<file path="src/rtl/dual_port_ram_sync_if.sv">
`default_nettype none
// +--------------------------------------------------------------------------+
// | Module  : dual_port_ram_sync_if                                          |
// | Brief   : Write/read request bundle for the synchronous dual-port RAM.   |
// | Revision: 1.0                                                            |
// +--------------------------------------------------------------------------+
interface dual_port_ram_sync_if #(
    parameter int DATA_RAM_WIDTH = 8,
    parameter int ADDR_WIDTH     = 8,
    parameter int BYTE_WIDTH     = 8
);
    localparam int c_nb = DATA_RAM_WIDTH / BYTE_WIDTH;

    logic                      wr_en;
    logic [ADDR_WIDTH-1:0]     wr_addr;
    logic [DATA_RAM_WIDTH-1:0] wr_data;
    logic [c_nb-1:0]           wr_be;
    logic                      rd_en;
    logic [ADDR_WIDTH-1:0]     rd_addr;
    logic [DATA_RAM_WIDTH-1:0] rd_data;
    logic                      rd_valid;
    logic                      init_busy;

    modport master (
        output wr_en, wr_addr, wr_data, wr_be, rd_en, rd_addr,
        input  rd_data, rd_valid, init_busy
    );

    modport slave (
        input  wr_en, wr_addr, wr_data, wr_be, rd_en, rd_addr,
        output rd_data, rd_valid, init_busy
    );
endinterface
`default_nettype wire

</file>
<file path="src/rtl/dual_port_ram_sync.sv">
`default_nettype none
// +--------------------------------------------------------------------------+
// | Module  : dual_port_ram_sync                                             |
// | Brief   : Simple dual-port RAM, byte enables, 1/2-cycle read latency,    |
// |           selectable read-during-write policy, post-reset clear sweep.   |
// | Revision: 1.0                                                            |
// +--------------------------------------------------------------------------+
module dual_port_ram_sync #(
    parameter int DATA_RAM_WIDTH = 8,
    parameter int ADDR_WIDTH     = 8,
    parameter int BYTE_WIDTH     = 8,
    parameter int READ_LATENCY   = 1,
    parameter int RDW_MODE       = 0,
    parameter int CLEAR_ON_RESET = 1
) (
    input  wire logic            clk,
    input  wire logic            reset,
    dual_port_ram_sync_if.slave  bus
);
    localparam int   c_nb       = DATA_RAM_WIDTH / BYTE_WIDTH;
    localparam int   c_depth    = 1 << ADDR_WIDTH;
    localparam logic c_clear_en = (CLEAR_ON_RESET != 0);

    generate
        if (READ_LATENCY != 1 && READ_LATENCY != 2) begin : g_bad_latency
            $error("dual_port_ram_sync: READ_LATENCY must be 1 or 2");
        end
        if (DATA_RAM_WIDTH % BYTE_WIDTH != 0) begin : g_bad_width
            $error("dual_port_ram_sync: DATA_RAM_WIDTH must be a multiple of BYTE_WIDTH");
        end
    endgenerate

    typedef enum logic [0:0] {
        S_CLEAR = 1'b0,
        S_IDLE  = 1'b1
    } state_t;

    state_t                    r_state;
    state_t                    w_state_nxt;
    logic [ADDR_WIDTH-1:0]     r_clr_cnt;
    logic [ADDR_WIDTH-1:0]     w_clr_cnt_nxt;

    logic [DATA_RAM_WIDTH-1:0] r_mem [c_depth];

    logic                      w_busy;
    logic                      w_clr_we;
    logic                      w_wr_acc;
    logic                      w_rd_acc;
    logic [DATA_RAM_WIDTH-1:0] w_rd_mem;
    logic [DATA_RAM_WIDTH-1:0] w_rd_merged;
    logic [DATA_RAM_WIDTH-1:0] w_rd_word;
    logic [DATA_RAM_WIDTH-1:0] r_s1_data;
    logic                      r_s1_valid;

    // Busy is forced during reset so requests are blocked before the first edge.
    assign w_busy   = (r_state == S_CLEAR) | (reset & c_clear_en);
    assign w_clr_we = (r_state == S_CLEAR) & ~reset;
    assign w_wr_acc = bus.wr_en & ~w_busy & ~reset;
    assign w_rd_acc = bus.rd_en & ~w_busy & ~reset;
    assign bus.init_busy = w_busy;

    always_ff @(posedge clk) begin
        if (reset) begin
            r_state   <= c_clear_en ? S_CLEAR : S_IDLE;
            r_clr_cnt <= '0;
        end else begin
            r_state   <= w_state_nxt;
            r_clr_cnt <= w_clr_cnt_nxt;
        end
    end

    always_comb begin
        w_state_nxt   = r_state;
        w_clr_cnt_nxt = r_clr_cnt;
        case (r_state)
            S_CLEAR: begin
                w_clr_cnt_nxt = r_clr_cnt + ADDR_WIDTH'(1);
                if (&r_clr_cnt) begin
                    w_state_nxt = S_IDLE;
                end
            end
            default: begin
                w_state_nxt = S_IDLE;
            end
        endcase
    end

    always_ff @(posedge clk) begin
        if (w_clr_we) begin
            r_mem[r_clr_cnt] <= '0;
        end else if (w_wr_acc) begin
            for (int i = 0; i < c_nb; i++) begin
                if (bus.wr_be[i]) begin
                    r_mem[bus.wr_addr][i*BYTE_WIDTH +: BYTE_WIDTH] <= bus.wr_data[i*BYTE_WIDTH +: BYTE_WIDTH];
                end
            end
        end
    end

    // Write-first view of the read word: enabled lanes of a colliding write overlay the stored word.
    assign w_rd_mem = r_mem[bus.rd_addr];

    always_comb begin
        w_rd_merged = w_rd_mem;
        for (int i = 0; i < c_nb; i++) begin
            if (w_wr_acc && (bus.wr_addr == bus.rd_addr) && bus.wr_be[i]) begin
                w_rd_merged[i*BYTE_WIDTH +: BYTE_WIDTH] = bus.wr_data[i*BYTE_WIDTH +: BYTE_WIDTH];
            end
        end
    end

    assign w_rd_word = (RDW_MODE == 1) ? w_rd_merged : w_rd_mem;

    always_ff @(posedge clk) begin
        if (reset) begin
            r_s1_data  <= '0;
            r_s1_valid <= 1'b0;
        end else begin
            r_s1_valid <= w_rd_acc;
            if (w_rd_acc) begin
                r_s1_data <= w_rd_word;
            end
        end
    end

    generate
        if (READ_LATENCY == 2) begin : g_lat2
            logic [DATA_RAM_WIDTH-1:0] r_s2_data;
            logic                      r_s2_valid;

            always_ff @(posedge clk) begin
                if (reset) begin
                    r_s2_data  <= '0;
                    r_s2_valid <= 1'b0;
                end else begin
                    r_s2_valid <= r_s1_valid;
                    if (r_s1_valid) begin
                        r_s2_data <= r_s1_data;
                    end
                end
            end

            assign bus.rd_data  = r_s2_data;
            assign bus.rd_valid = r_s2_valid;
        end else begin : g_lat1
            assign bus.rd_data  = r_s1_data;
            assign bus.rd_valid = r_s1_valid;
        end
    endgenerate
endmodule
`default_nettype wire

</file>
<file path="src/flat_wrapper.sv">
// flat-port wrapper written by rule: the top's interface ports become plain ports
module dual_port_ram_sync_flat 
#(
    parameter int DATA_RAM_WIDTH = 8,
    parameter int ADDR_WIDTH     = 8,
    parameter int BYTE_WIDTH     = 8,
    parameter int READ_LATENCY   = 1,
    parameter int RDW_MODE       = 0,
    parameter int CLEAR_ON_RESET = 1
)
  (clk, reset, bus_wr_en, bus_wr_addr, bus_wr_data, bus_wr_be, bus_rd_en, bus_rd_addr, bus_rd_data, bus_rd_valid, bus_init_busy);
  dual_port_ram_sync_if #(.DATA_RAM_WIDTH(DATA_RAM_WIDTH), .ADDR_WIDTH(ADDR_WIDTH), .BYTE_WIDTH(BYTE_WIDTH)) bus_i ();
  input  wire logic clk;
  input  wire logic reset;
  input wire logic [$bits(bus_i.wr_en)-1:0] bus_wr_en;
  input wire logic [$bits(bus_i.wr_addr)-1:0] bus_wr_addr;
  input wire logic [$bits(bus_i.wr_data)-1:0] bus_wr_data;
  input wire logic [$bits(bus_i.wr_be)-1:0] bus_wr_be;
  input wire logic [$bits(bus_i.rd_en)-1:0] bus_rd_en;
  input wire logic [$bits(bus_i.rd_addr)-1:0] bus_rd_addr;
  output wire logic [$bits(bus_i.rd_data)-1:0] bus_rd_data;
  output wire logic [$bits(bus_i.rd_valid)-1:0] bus_rd_valid;
  output wire logic [$bits(bus_i.init_busy)-1:0] bus_init_busy;
  assign bus_i.wr_en = bus_wr_en;
  assign bus_i.wr_addr = bus_wr_addr;
  assign bus_i.wr_data = bus_wr_data;
  assign bus_i.wr_be = bus_wr_be;
  assign bus_i.rd_en = bus_rd_en;
  assign bus_i.rd_addr = bus_rd_addr;
  assign bus_rd_data = bus_i.rd_data;
  assign bus_rd_valid = bus_i.rd_valid;
  assign bus_init_busy = bus_i.init_busy;
  dual_port_ram_sync #(.DATA_RAM_WIDTH(DATA_RAM_WIDTH), .ADDR_WIDTH(ADDR_WIDTH), .BYTE_WIDTH(BYTE_WIDTH), .READ_LATENCY(READ_LATENCY), .RDW_MODE(RDW_MODE), .CLEAR_ON_RESET(CLEAR_ON_RESET)) u_core (.clk(clk), .reset(reset), .bus(bus_i));
endmodule
</file>
<file path="config.mk">
export PLATFORM = sky130hd
export DESIGN_NAME = dual_port_ram_sync_flat
export DESIGN_NICKNAME = d
export VERILOG_FILES = /design/src/rtl/dual_port_ram_sync_if.sv /design/src/rtl/dual_port_ram_sync.sv /design/src/flat_wrapper.sv
export SDC_FILE = /design/constraint.sdc
export NUM_CORES = 2
export LEC_CHECK = 0
export BUFFER_PORTS_ARGS = -buffer_cell sky130_fd_sc_hd__buf_2
export CAP_MARGIN = 20
export CELL_PAD_IN_SITES_DETAIL_PLACEMENT = 1
export CELL_PAD_IN_SITES_GLOBAL_PLACEMENT = 1
export CORE_ASPECT_RATIO = 0.8
export CORE_MARGIN = 10
export CORE_UTILIZATION = 53
export CTS_CLUSTER_DIAMETER = 50
export DETAILED_ROUTE_END_ITERATION = 6
export PLACE_DENSITY_LB_ADDON = 0.1
export SLEW_MARGIN = 20
export SYNTH_ARGS = -nofsm -noshare
export SYNTH_HDL_FRONTEND = slang
export SYNTH_SLANG_ARGS = --single-unit
</file>
<file path="constraint.sdc">
create_clock -name clk -period 13.3 [get_ports clk]
set_input_delay 2.66 -clock clk [delete_from_list [all_inputs] [get_ports clk]]
set_output_delay 2.66 -clock clk [all_outputs]
set_load 0.005 [all_outputs]
</file>
==> flow_summary.json <==
{
  "vias": 41600,
  "cp_max_fo": 48,
  "power_density_nw_per_um2": 146,
  "cts-resized-gates": 0,
  "grtUsageMet2_pct": 39.6,
  "critPathTopFamily": "buffers and inverters",
  "crit_start": "bus_rd_addr[1]",
  "rsz0062_at_grt": "false",
  "ioPinCount": 39,
  "hpwl_um": 137000,
  "cts.htree.levels": 4,
  "seq_area_frac_synth_pct": 76.3,
  "clock.fmax_ghz": 0.143,
  "cp.depth": 10,
  "drt-total-wl_um": 229000,
  "root_buffer": "clkbuf_16",
  "rows": 128,
  "met1_usage_pct": 40.3,
  "ant_nets": 0,
  "p_leak_nw": 32.5,
  "worstMarginPinSlew_ns": 1.18,
  "r2r_cells": 6,
  "finalSetupViolCount": 0,
  "skew_ns": 0.0293,
  "clock_latency_ns": 0.84,
  "post_drt_wl_per_cell_um": 36.8,
  "synth_area_um2": 81000,
  "core_um2": 152000,
  "grt_use_met3_pct": 6.90,
  "layout-drive-gt1-share_pct": 19.8,
  "syn_inst": 3966,
  "start_util_pct": 53.3,
  "min-delay-start": "u_core.bus.rd_data[3]$_SDFFE_PP0P_",
  "holdBufCountCts": 0,
  "fin_crit_ns": 6.98,
  "cp_data_required_time_ns": 14.00,
  "die_area_um2": 169000,
  "drc": 0,
  "cts.sinks": 2066,
  "cp_slowest_cell": "a2111oi_0",
  "async_reset_ff_share_pct": 0,
  "outcome": "finished clean",
  "slew_headroom_pct": 19.0,
  "synth_edf_count": 2048,
  "finalCritPeriodShare_pct": 52.5,
  "worstSetupStartpointType": "primary input",
  "maxCapViolCount": 0,
  "clkTransAtPathRegs_ns": 0.06,
  "io_buffer_count": 38,
  "drtIter0Drc": 6020,
  "fin_nets": 4074,
  "drv_slew": 0,
  "clk_path_buf_depth": 3,
  "reg2reg_from": "u_core.r_state$_SDFF_PP0_",
  "grt_overflow": 0,
  "grt_pass1_vias": 42200,
  "ir_worst_vdd_v": 0.000124,
  "crit_chain": "buf_8 -> buf_4 -> buf_4 -> buf_4 -> mux4_2 -> a21o_1 -> a32o_1 -> a2111oi_0 -> a2111oi_1 -> a221o_1",
  "grt_use_total_pct": 26.9,
  "die_w_um": 457,
  "crit_type": "primary input to flip-flop",
  "fin_util_pct": 58.8,
  "antenna_found_initial": 16,
  "cp_num_buf_inv": 4,
  "die_y_um": 370,
  "dr.pass1.iters": 7,
  "numCtsBuffers": 196,
  "cp_common_cell": "buf_4",
  "syn-mean-instance-area_um2": 20.4,
  "grt_most_used_layer": "met1",
  "routabilityCongestion": 0.817,
  "grt_max_degree": 197,
  "synth.ff_latch_count": 2066,
  "finalHoldViolations": 0,
  "cts_tree": "built",
  "yosysWarningCount": 0,
  "setup_tns_ns": 0,
  "viasPerCell": 6.69,
  "hold_path_class": "flip-flop to flip-flop",
  "holdPathStages": 2,
  "crit_arrival_ns": 7.68,
  "ys_types": 65,
  "n_antenna_cell": 0,
  "end_kind": "flip-flop",
  "crit_path_max_incr_delay_ns": 1.03,
  "postCtsSetupRepairBufs": 0,
  "syn-num-nets": 3996,
  "grt_pass1_wl_um": 327000,
  "ys.flop_type": "edfxtp_1",
  "area_growth_pct": 10.4
}
[cell usage in the layout, fill, tap and decap left out, types with 17 or more instances in the layout]
master     instances
o22ai_1           63
clkinv_1          34
o21ai_0           25
bufinv_16         21
mux2i_1          257
edfxtp_1        2048
clkbuf_1          58
a22oi_1           33
nand3b_1          19
a21oi_1           66
nor3_1            44
buf_2             33
clkinv_2          22
mux4_2           416
nand2_1           94
nor2b_1           17
nor2_1           293
nand3_1           40
dfxtp_1           18
o221ai_1          99
buf_4             72
clkbuf_16        203
[routing by layer]
layer / wire length (um) / vias up
li1: - / 16700
met1: 96500 / 22400
met2: 103000 / 2126
met3: 23700 / 331
met4: 6020 / 2
met5: 19 / -
[cells in the mapped netlist (all sizes together) (28+ instances only)]
cell type,n,share of area [%]
edfxtp,2048,76
mux4,427,12
nor2,300,1.4
mux2i,257,3.2
buf,139,1.4
clkbuf,102,0.48
o221ai,99,1.1
nand2,94,0.44
a21oi,66,0.41
o22ai,63,0.49
nor3,44,0.27
nand3,40,0.25
a22oi,33,0.31
o21ai,28,0.17
[tightest hold or removal path, stage by stage (launching register included)]
cell	delay (ns)
dfxtp_1	0.35
nand2_1	0.07
nand4_1	0.06
[worst paths after layout]
kind,end,slack [ns]
worst min register to register,u_core.bus.rd_data[3]$_SDFFE_PP0P_,0.54
worst max register to register,u_core.r_mem[100][6]$_DFFE_PP_,8.81
worst min-delay path,u_core.bus.rd_data[3]$_SDFFE_PP0P_,0.54
worst max-delay path,u_core.bus.rd_data[2]$_SDFFE_PP0P_,6.32
[area by class of cell]
type | count | area, um2
clock buffers | 261 | 5300
clock inverters | 92 | 1040
fillers | 12800 | 62700
inverters | 7 | 31.3
multi-input cells | 1652 | 17700
flip-flops and latches | 2066 | 61900
well taps | 2015 | 2520
repair buffers | 121 | 992
[where the power goes]
group          internal, W  switching [W]
clock              0.00320        0.00243
combinational     0.000133       0.000278
sequential         0.00705     0.00000316
total               0.0104        0.00271
[sequential cells by signal (all words and copies together), names as in the netlist]
signal	cells
u_core.r_mem	2048
u_core.r_clr_cnt	8
u_core.r_state	1
u_core.bus.rd_data	8
u_core.bus.rd_valid	1
[through the flow]
step	setup slack [ns]	instance area [um2]	hold slack, ns	std cells	power (W)
2_1_floorplan	5.67	81000	0.452	3966	0.00746
3_3_place_gp	5.51	83000	0.525	5858	0.00760
3_5_place_dp	5.61	83000	0.539	5858	0.00760
4_1_cts	6.47	89300	0.548	6211	0.0131
5_1_grt	6.33	89400	0.565	6214	0.0134
6_report	6.32	89400	0.544	6214	0.0131
[kinds of logic after synthesis]
family                     count (synthesis)  share of synthesized area, %
adders and majority gates                  1                        0.0154
buffers and inverters                    248                          1.92
AOI/OAI and AO/OA                        372                          3.27
xor gates and xnor gates                   7                        0.0757
and+or+nand+nor                          578                          3.15
muxes                                    694                          15.2
DFF                                     2066                          76.3
No activity file was read; power rests on OpenSTA's default activity.
